==> src/rtl/player_state_controller.sv <==
// Per-player action/physics FSM: walking, jumping, crouching, attacks and stun.
// Updates once per rising edge of gameTicks; all outputs are registered.
module player_state_controller #(
    parameter int X_START    = 160,
    parameter int X_MIN      = 0,
    parameter int X_MAX      = 600,
    parameter int WALK_STEP  = 4,
    parameter int JUMP_VEL   = 12,
    parameter int GRAVITY    = 1,
    parameter int ATK1_TICKS = 6,
    parameter int ATK2_TICKS = 10,
    parameter int ATK3_TICKS = 16,
    parameter int STUN_TICKS = 20,
    parameter bit FACE_RIGHT = 1'b1
) (
    input  logic       clk,
    input  logic       reset,
    input  logic       gameTicks,
    input  logic       movingLeft,
    input  logic       movingRight,
    input  logic       isCrouching,
    input  logic       isJumping,
    input  logic       isBlocking,
    input  logic [1:0] comboMove,
    input  logic       hitReceived,
    output logic [9:0] posX,
    output logic [7:0] posY,
    output logic       facingRight,
    output logic       isCrouched,
    output logic       isInAir,
    output logic       isStunned,
    output logic       isPerformingAttackAnimation,
    output logic [1:0] activeAttack,
    output logic       blockedHit
);

    typedef enum logic [2:0] {S_IDLE, S_CROUCH, S_JUMP, S_ATTACK, S_STUN} state_t;

    state_t      state_q, state_d;
    logic [9:0]  posX_q, posX_d;
    logic [7:0]  posY_q, posY_d;
    logic [7:0]  vy_q, vy_d;
    logic [4:0]  cnt_q, cnt_d;
    logic        face_q, face_d;
    logic [1:0]  atk_q, atk_d;
    logic        hitPend_q, hitPend_d;
    logic        ticks_q;
    logic        blk_d;
    logic        crouched_q, inAir_q, stunned_q, attacking_q, blk_q;

    logic        tick, hit, phys, landed, walk_en;
    logic [9:0]  sum;
    logic [9:0]  walk_x;
    logic [4:0]  atk_ticks;

    assign tick    = gameTicks & ~ticks_q;
    assign hit     = hitPend_q | hitReceived;
    assign phys    = (state_q == S_JUMP) || ((state_q == S_STUN) && (posY_q != '0));
    // Signed 10-bit height/velocity sum so a downward step past ground is detectable
    assign sum     = {2'b00, posY_q} + {{2{vy_q[7]}}, vy_q};
    assign walk_en = movingLeft ^ movingRight;

    always_comb begin
        walk_x = posX_q;
        if (movingLeft) begin
            if (int'(posX_q) - WALK_STEP < X_MIN) walk_x = 10'(X_MIN);
            else                                  walk_x = posX_q - 10'(WALK_STEP);
        end else begin
            if (int'(posX_q) + WALK_STEP > X_MAX) walk_x = 10'(X_MAX);
            else                                  walk_x = posX_q + 10'(WALK_STEP);
        end
    end

    always_comb begin
        case (comboMove)
            2'd1:    atk_ticks = 5'(ATK1_TICKS);
            2'd2:    atk_ticks = 5'(ATK2_TICKS);
            default: atk_ticks = 5'(ATK3_TICKS);
        endcase
    end

    always_comb begin
        state_d   = state_q;
        posX_d    = posX_q;
        posY_d    = posY_q;
        vy_d      = vy_q;
        cnt_d     = cnt_q;
        face_d    = face_q;
        atk_d     = atk_q;
        blk_d     = 1'b0;
        landed    = 1'b0;
        hitPend_d = hit;
        if (tick) begin
            hitPend_d = 1'b0;
            if (phys) begin
                if (sum[9] || (sum == '0)) begin
                    posY_d = '0;
                    vy_d   = '0;
                    landed = 1'b1;
                end else begin
                    posY_d = sum[7:0];
                    vy_d   = vy_q - 8'(GRAVITY);
                end
            end
            if (hit) begin
                if (isBlocking && ((state_q == S_IDLE) || (state_q == S_CROUCH))) begin
                    blk_d = 1'b1;
                end else begin
                    state_d = S_STUN;
                    cnt_d   = 5'(STUN_TICKS);
                    atk_d   = '0;
                end
            end else begin
                case (state_q)
                    S_IDLE, S_CROUCH: begin
                        if (comboMove != '0) begin
                            state_d = S_ATTACK;
                            cnt_d   = atk_ticks;
                            atk_d   = comboMove;
                        end else if (state_q == S_CROUCH) begin
                            if (!isCrouching) state_d = S_IDLE;
                        end else if (isJumping) begin
                            state_d = S_JUMP;
                            vy_d    = 8'(JUMP_VEL);
                        end else if (isCrouching) begin
                            state_d = S_CROUCH;
                        end else if (walk_en) begin
                            posX_d = walk_x;
                            face_d = movingRight;
                        end
                    end
                    S_JUMP: begin
                        if (walk_en) begin
                            posX_d = walk_x;
                            face_d = movingRight;
                        end
                        if (landed) state_d = S_IDLE;
                    end
                    S_ATTACK: begin
                        if (cnt_q <= 5'd1) begin
                            state_d = S_IDLE;
                            cnt_d   = '0;
                            atk_d   = '0;
                        end else begin
                            cnt_d = cnt_q - 5'd1;
                        end
                    end
                    S_STUN: begin
                        // Exit waits for the landed height, so an airborne stun holds at zero
                        if (cnt_q <= 5'd1) begin
                            cnt_d = '0;
                            if (posY_d == '0) state_d = S_IDLE;
                        end else begin
                            cnt_d = cnt_q - 5'd1;
                        end
                    end
                    default: state_d = S_IDLE;
                endcase
            end
        end
    end

    always_ff @(posedge clk or posedge reset) begin
        if (reset) begin
            state_q     <= S_IDLE;
            posX_q      <= 10'(X_START);
            posY_q      <= '0;
            vy_q        <= '0;
            cnt_q       <= '0;
            face_q      <= FACE_RIGHT;
            atk_q       <= '0;
            hitPend_q   <= 1'b0;
            ticks_q     <= 1'b0;
            crouched_q  <= 1'b0;
            inAir_q     <= 1'b0;
            stunned_q   <= 1'b0;
            attacking_q <= 1'b0;
            blk_q       <= 1'b0;
        end else begin
            state_q     <= state_d;
            posX_q      <= posX_d;
            posY_q      <= posY_d;
            vy_q        <= vy_d;
            cnt_q       <= cnt_d;
            face_q      <= face_d;
            atk_q       <= atk_d;
            hitPend_q   <= hitPend_d;
            ticks_q     <= gameTicks;
            crouched_q  <= (state_d == S_CROUCH);
            inAir_q     <= (posY_d != '0) || (state_d == S_JUMP);
            stunned_q   <= (state_d == S_STUN);
            attacking_q <= (state_d == S_ATTACK);
            blk_q       <= blk_d;
        end
    end

    assign posX                        = posX_q;
    assign posY                        = posY_q;
    assign facingRight                 = face_q;
    assign isCrouched                  = crouched_q;
    assign isInAir                     = inAir_q;
    assign isStunned                   = stunned_q;
    assign isPerformingAttackAnimation = attacking_q;
    assign activeAttack                = atk_q;
    assign blockedHit                  = blk_q;

endmodule

==> config.mk <==
export PLATFORM = sky130hd
export DESIGN_NAME = player_state_controller
export DESIGN_NICKNAME = d
export VERILOG_FILES = /design/src/rtl/player_state_controller.sv
export SDC_FILE = /design/constraint.sdc
export NUM_CORES = 1
export LEC_CHECK = 0
export CORE_ASPECT_RATIO = 1.4
export CORE_UTILIZATION = 55
export CTS_BUF_LIST = sky130_fd_sc_hd__clkbuf_4 sky130_fd_sc_hd__clkbuf_8
export DETAILED_ROUTE_END_ITERATION = 6
export PLACE_DENSITY = 0.84
export SETUP_SLACK_MARGIN = 0.1
export SYNTH_ARGS = -nofsm -noshare
export SYNTH_HDL_FRONTEND = slang
export SYNTH_SLANG_ARGS = --single-unit
==> constraint.sdc <==
create_clock -name clk -period 3.55 [get_ports clk]
set_clock_uncertainty 0.05 [all_clocks]
set_input_delay 0.5325 -clock clk [delete_from_list [all_inputs] [get_ports clk]]
set_output_delay 0.5325 -clock clk [all_outputs]
set_load 0.02 [all_outputs]
Yosys cells after proc, flatten, opt, wreduce, memory -nomap -nowiden
Cells that the tools add are included.
W data, S select, Z words.
- input bits: 11
- output and inout bits: 26
- register bits: 44
- word-level logic and storage cells: 123
- eq/ne operators: 17
- $lt $le $gt $ge: 3
- mux-type cells: 57
- add/sub/neg operators: 7
- bitwise gates (word level): 5
- reductions and logical operators: 20
- operators by type and width (cell ; count):
    $mux W8 ; 11
    $mux W10 ; 8
    $mux W3 ; 12
    $mux W5 ; 4
    $pmux W10 S2 ; 1
    $pmux W5 S2 ; 2
    $reduce_bool A8 Y1 ; 2
    $eq A3 B2 Y1 const B ; 4
    $mux W1 ; 12
    $pmux W3 S4 ; 1
    $add A10 B3 Y11 const B ; 1
    $gt A11 B10 Y1 const B ; 1
    $lt A11 B1 Y1 const B ; 1
    $sub A10 B3 Y11 const B ; 1
    $add A10 B3 Y10 const B ; 1
    $add A9 B8 Y10 ; 1
    $logic_not A10 Y1 ; 1
    $ne A2 B2 Y1 const B ; 5
    $sub A10 B3 Y10 const B ; 1
    $logic_not A8 Y1 ; 1
    $mux W2 ; 4
    $sub A8 B1 Y8 const B ; 1
    $reduce_and A7 Y1 ; 1
    $eq A3 B1 Y1 const B ; 2
    20 further kinds ; 30

Logic depth before layout (Yosys ltp)
- word-level depth: 14
- depth in mapped cells: 11
- depth with buffers taken out: 11

Worst setup path after synthesis
OpenSTA, ideal clock, no wires.
- path kind: register -> register
- from: register posY_q[0] (netlist: posY[0])
- to: register vy_q[2]
- library setup time: 0.121 ns
- buffers on the path: 1
- period minus slack after synthesis: 2.870 ns
- stages on the path, launching flop included: 12
- data arrival time: 2.699 ns
- slack: 0.680 ns
- required time: 3.379 ns
- cells stage by stage: dfrtp_1 ha_1 inv_1 fa_1 nor2b_1 o31ai_1 a221o_1 a211o_1 o31ai_1 buf_2 o21ai_0 a22o_1
- cells in the longest elaborated chain, start to end: 10
- elaborated cells between the ends (all ways): 13
- those cells by class: add/sub (1); mux (7); reduce/logical (5)
- RTL lines (what ; line ; source):
    start, declared ; 41 ; logic [7:0] posY_q, posY_d;
    start signal, assigned ; 182 ; posY_q <= posY_d;
    $add A9 B8 Y10 ; 60 ; assign sum = {2'b00, posY_q} + {{2{vy_q[7]}}, vy_q};
    $logic_not A10 Y1 ; 96 ; if (sum[9] || (sum == '0)) begin
    $logic_or A1 B1 Y1 ; 96 ;
    $mux W8 ; 96 ;
    $mux W8 (*) ; 95 ; if (phys) begin
    $mux W8 ; 122 ; end else if (isJumping) begin
    $mux W8 ; 120 ; end else if (state_q == S_CROUCH) begin
    $mux W8 ; 116 ; if (comboMove != '0) begin
    $mux W8 ; 114 ; case (state_q)
    $mux W8 (*) ; 105 ; if (hit) begin
    end signal, assigned ; 183 ; vy_q <= vy_d;
    end, declared ; 42 ; logic [7:0] vy_q, vy_d;
Every way passes the cells marked *; elsewhere a longest branch is shown, timed or not.
A chain may end at the register's enable or synchronous reset.

Final worst setup path
- from: register vy_q[2]
- to: register stunned_q (netlist: isStunned)
- cells in the longest elaborated chain, start to end: 13
- elaborated cells between the ends (all ways): 17
- those cells by class: add/sub (1); eq/ne (1); mux (12); reduce/logical (3)
- RTL lines (what ; line ; source):
    $add A9 B8 Y10 (*) ; 60 ;
    $logic_not A10 Y1 ; 96 ;
    $logic_or A1 B1 Y1 ; 96 ;
    $mux W8 ; 96 ;
    $mux W8 ; 95 ;
    $mux W8 ; 93 ; if (tick) begin
    $logic_not A8 Y1 ; 152 ; if (posY_d == '0) state_d = S_IDLE;
    $mux W3 ; 152 ;
    $mux W3 ; 150 ; if (cnt_q <= 5'd1) begin
    $pmux W3 S4 (*) ; 114 ;
    $mux W3 (*) ; 105 ;
    $mux W3 (*) ; 93 ;
    named net state_d[2] ; 39 ; state_t state_q, state_d;
    $eq A3 B3 Y1 (*) ; 191 ; stunned_q <= (state_d == S_STUN);
    end signal, assigned ; 191 ;
    end, declared ; 49 ; logic crouched_q, inAir_q, stunned_q, attacking_q, blk_q;
Mark *: on every way through the listed nets, which the timed path passes. The rest lies on a longest branch. The select of a mux whose other input is x is not followed.

==> metrics <==
RSZ-0062 raised after global routing=false; root buffer selected by CTS=clkbuf_8; worst reg2reg path startpoint=vy_q[2]$_DFFE_PP0P_; H-tree depth=2; initial antenna violation count=0; # diodes=0; # hold bufs at CTS=0; worst hold path type=reg2reg; leak pwr=1.59 nW; Final Cycle Share=0.887; vias per cell=6.23; Post-Syn Area=between 3000 and 4000 sq um; max-cap viol count=0; Req. time, crit path=3.69 ns; Core ar.=between 5000 and 6000 sq um; Num Clock Sinks=42; gr usage total=0.276; reg2reg setup slack=0.40 ns; setup ws final=0.400 ns; DRC=0; grt total ovfl=0; Critical R2R Capture=isStunned$_DFF_PP0_; most frequent cells in the layout=nand2_1 (45), dfrtp_1 (39), clkdlybuf4s50_1 (34); M2 GR Usage=0.463; count of unique library cells instantiated by Yosys=slightly below 70; Hold Startpoint=activeAttack[0]$_DFFE_PP0P_; Final Max Tran Viols=0; cells on worst reg2reg path=8; vias in the first global route=2908; Pre-antenna DRT Iters=5; # IOs=37; final setup vio count=0; most common cell after layout, fill and taps aside=nand2_1; status=finished, final reports clean; Max Clock Freq=0.317 GHz; Synth warnings=0; Gates resized, CTS repair=0; layout cells sized above 1=0.0764; Yosys top cell by area=dfrtp_1; global-route wire length before repair=roughly 13 mm; clk slew on worst S/H paths=roughly 0.09 ns; crit path launch type=flip-flop; GRT met1 Usage=0.343; Critical Path AT=around 3.3 ns; Final nets=461; Crit. End Element=flip-flop; VDD IR-drop max=between 0.6 and 0.7 mV; CTS tree=built; power density cells=714 nW/um^2; grt peak-use layer=met2; Die H=approximately 93 um; Post-synth ARST share=1.00; crit path kind=reg2reg; share of the synthesized area in the top cell type=0.298; final WL=8.01 mm; Least-Margin Pin Slew=0.787 ns; final setup TNS=0 ns; DP Worst Slack=0.504 ns; die footprint=6270 sq um; Final ANT Viol Nets=0; CTS Buffer Depth=2; vias=3114; worst-path maximum fanout=6; largest net degree at the start of global routing=43; final hold vios=0; Post-synth EDFFs=0; Post-synth top flop=dfrtp_1; routability cong.=around 1; Area Overhead vs Synth=15.7%; CTS buffer count=5; synthesized instance count=between 400 and 500; met3 usage=0.0402; Seq/Total Area, Yosys=0.322; WL/cell=between 15 and 20 um; post-CTS setup buffer count=0; Synth Area per Inst=between 8 and 9 sq um; DIE WIDTH=67.2 um; clock network latency to the later pin of the worst-skew pair=~0.30 ns; hpwl dp=around 5.9 mm; buffers added on ports=34; Endpoint, Worst Hold=activeAttack[0]$_DFFE_PP0P_; Hold Path Cell Cnt=2; drt initial violations=273; # rows=32; #FFs+latches synth=42; min cycle time layout=roughly 3.2 ns; Area contributors post-synth=dfrtp_1 (30%), ha_1 (6.9%), nand2_1 (5.2%), o21ai_0 (4.9%), a21oi_1 (3.8%); Slew headroom=0.471; initial core utilization=0.584
cells in the mapped netlist, drive strengths merged, types with 3 or more instances:
| library cell | instances |
|---|---|
| nand3 | 10 |
| o21ai | 34 |
| nand2b | 6 |
| a21o | 7 |
| dfstp | 3 |
| o21a | 5 |
| mux2 | 3 |
| nand2 | 45 |
| a31oi | 3 |
| nand4 | 4 |
| nor4 | 6 |
| o31ai | 12 |
| or2 | 5 |
| inv | 26 |
| dfrtp | 39 |
| or3 | 6 |
| nor3 | 19 |
| nor3b | 9 |
| and3 | 3 |
| nor2b | 5 |
| ha | 18 |
| a211oi | 5 |
| xnor2 | 4 |
| o211ai | 4 |
| xor2 | 3 |
| a21oi | 26 |
| a221oi | 3 |
| a22o | 3 |
| nor2 | 31 |
| buf | 4 |
| clkbuf | 19 |
state kept, by name, indices dropped and copies added (netlist names), 2 cells and up:
signal        cells
posX              8
state_q           3
vy_q              8
cnt_q             5
posY              8
activeAttack      2
final cells by class:
cell class              instances  area (sq um)
clock buffers                   6          82.6
multi-input cells             317          2030
clock inverters                 2          60.1
repair buffers                 39           378
inverters                      26          97.6
flip-flops and latches         42          1050
well taps                      68          85.1
fillers                       469          1820
how the worst max path moves through the flow:
stage | startpoint | depth (start not counted) | slack [ns] | endpoint
final | vy_q[2]$_DFFE_PP0P_ | 8 | 0.40 | isStunned$_DFF_PP0_
after global routing | vy_q[0]$_DFFE_PP0P_ | 11 | 0.14 | vy_q[7]$_DFFE_PP0P_
after CTS | vy_q[2]$_DFFE_PP0P_ | 9 | 0.49 | vy_q[7]$_DFFE_PP0P_
after detailed placement | vy_q[0]$_DFFE_PP0P_ | 11 | 0.50 | vy_q[3]$_DFFE_PP0P_
after global placement | vy_q[0]$_DFFE_PP0P_ | 11 | 0.56 | vy_q[3]$_DFFE_PP0P_
after floorplan | posY[0]$_DFF_PP0_ | 11 | 0.68 | vy_q[2]$_DFFE_PP0P_
per-layer routing:
metal	part of all wire	wire (um)
met2	0.51	4070
met3	0.037	298
met5	0	0
met1	0.42	3360
met4	0.034	271
power by group:
| group | leakage (nW) | total, W | internal (W) | switching (W) |
|---|---|---|---|---|
| logic | 0.984 | 0.00150 | 0.000614 | 0.000881 |
| clock network | 0.0714 | 0.000478 | 0.000300 | 0.000178 |
| registers | 0.530 | 0.000733 | 0.000584 | 0.000149 |
worst max-delay path, stage by stage, from the launching register on:
cell and delay [ns]:
dfrtp_1 0.46, ha_1 0.37, nor2b_1 0.17, o31ai_1 0.65
inv_1 0.16, a311oi_1 0.59, o32a_1 0.26, o31ai_2 0.10
and3_1 0.22
cell families after synthesis:
kind of cell             after synthesis  synth area share
other                                  1           0.00115
buffers and inverters                 49            0.0612
multiplexers                           5            0.0164
AND/OR/NAND/NOR                      162             0.254
XOR/XNOR                               7            0.0187
flip-flops                            42             0.322
AO/OA/AOI/OAI                        122             0.252
adder cells (fa/ha/maj)               19            0.0749
per-stage QoR:
step | instances | hold WS [ns] | power (W) | utilization | cell area [sq um]
2_1_floorplan | 408 | 0.443 | 0.00180 | - | 3280
3_3_place_gp | 492 | 0.414 | 0.00216 | 0.650 | 3640
3_5_place_dp | 492 | 0.423 | 0.00220 | 0.650 | 3640
4_1_cts | 500 | 0.443 | 0.00268 | 0.676 | 3790
5_1_grt | 500 | 0.475 | 0.00289 | 0.676 | 3790
6_report | 500 | 0.440 | 0.00271 | 0.676 | 3790
Power figures use the tool's default switching activity.
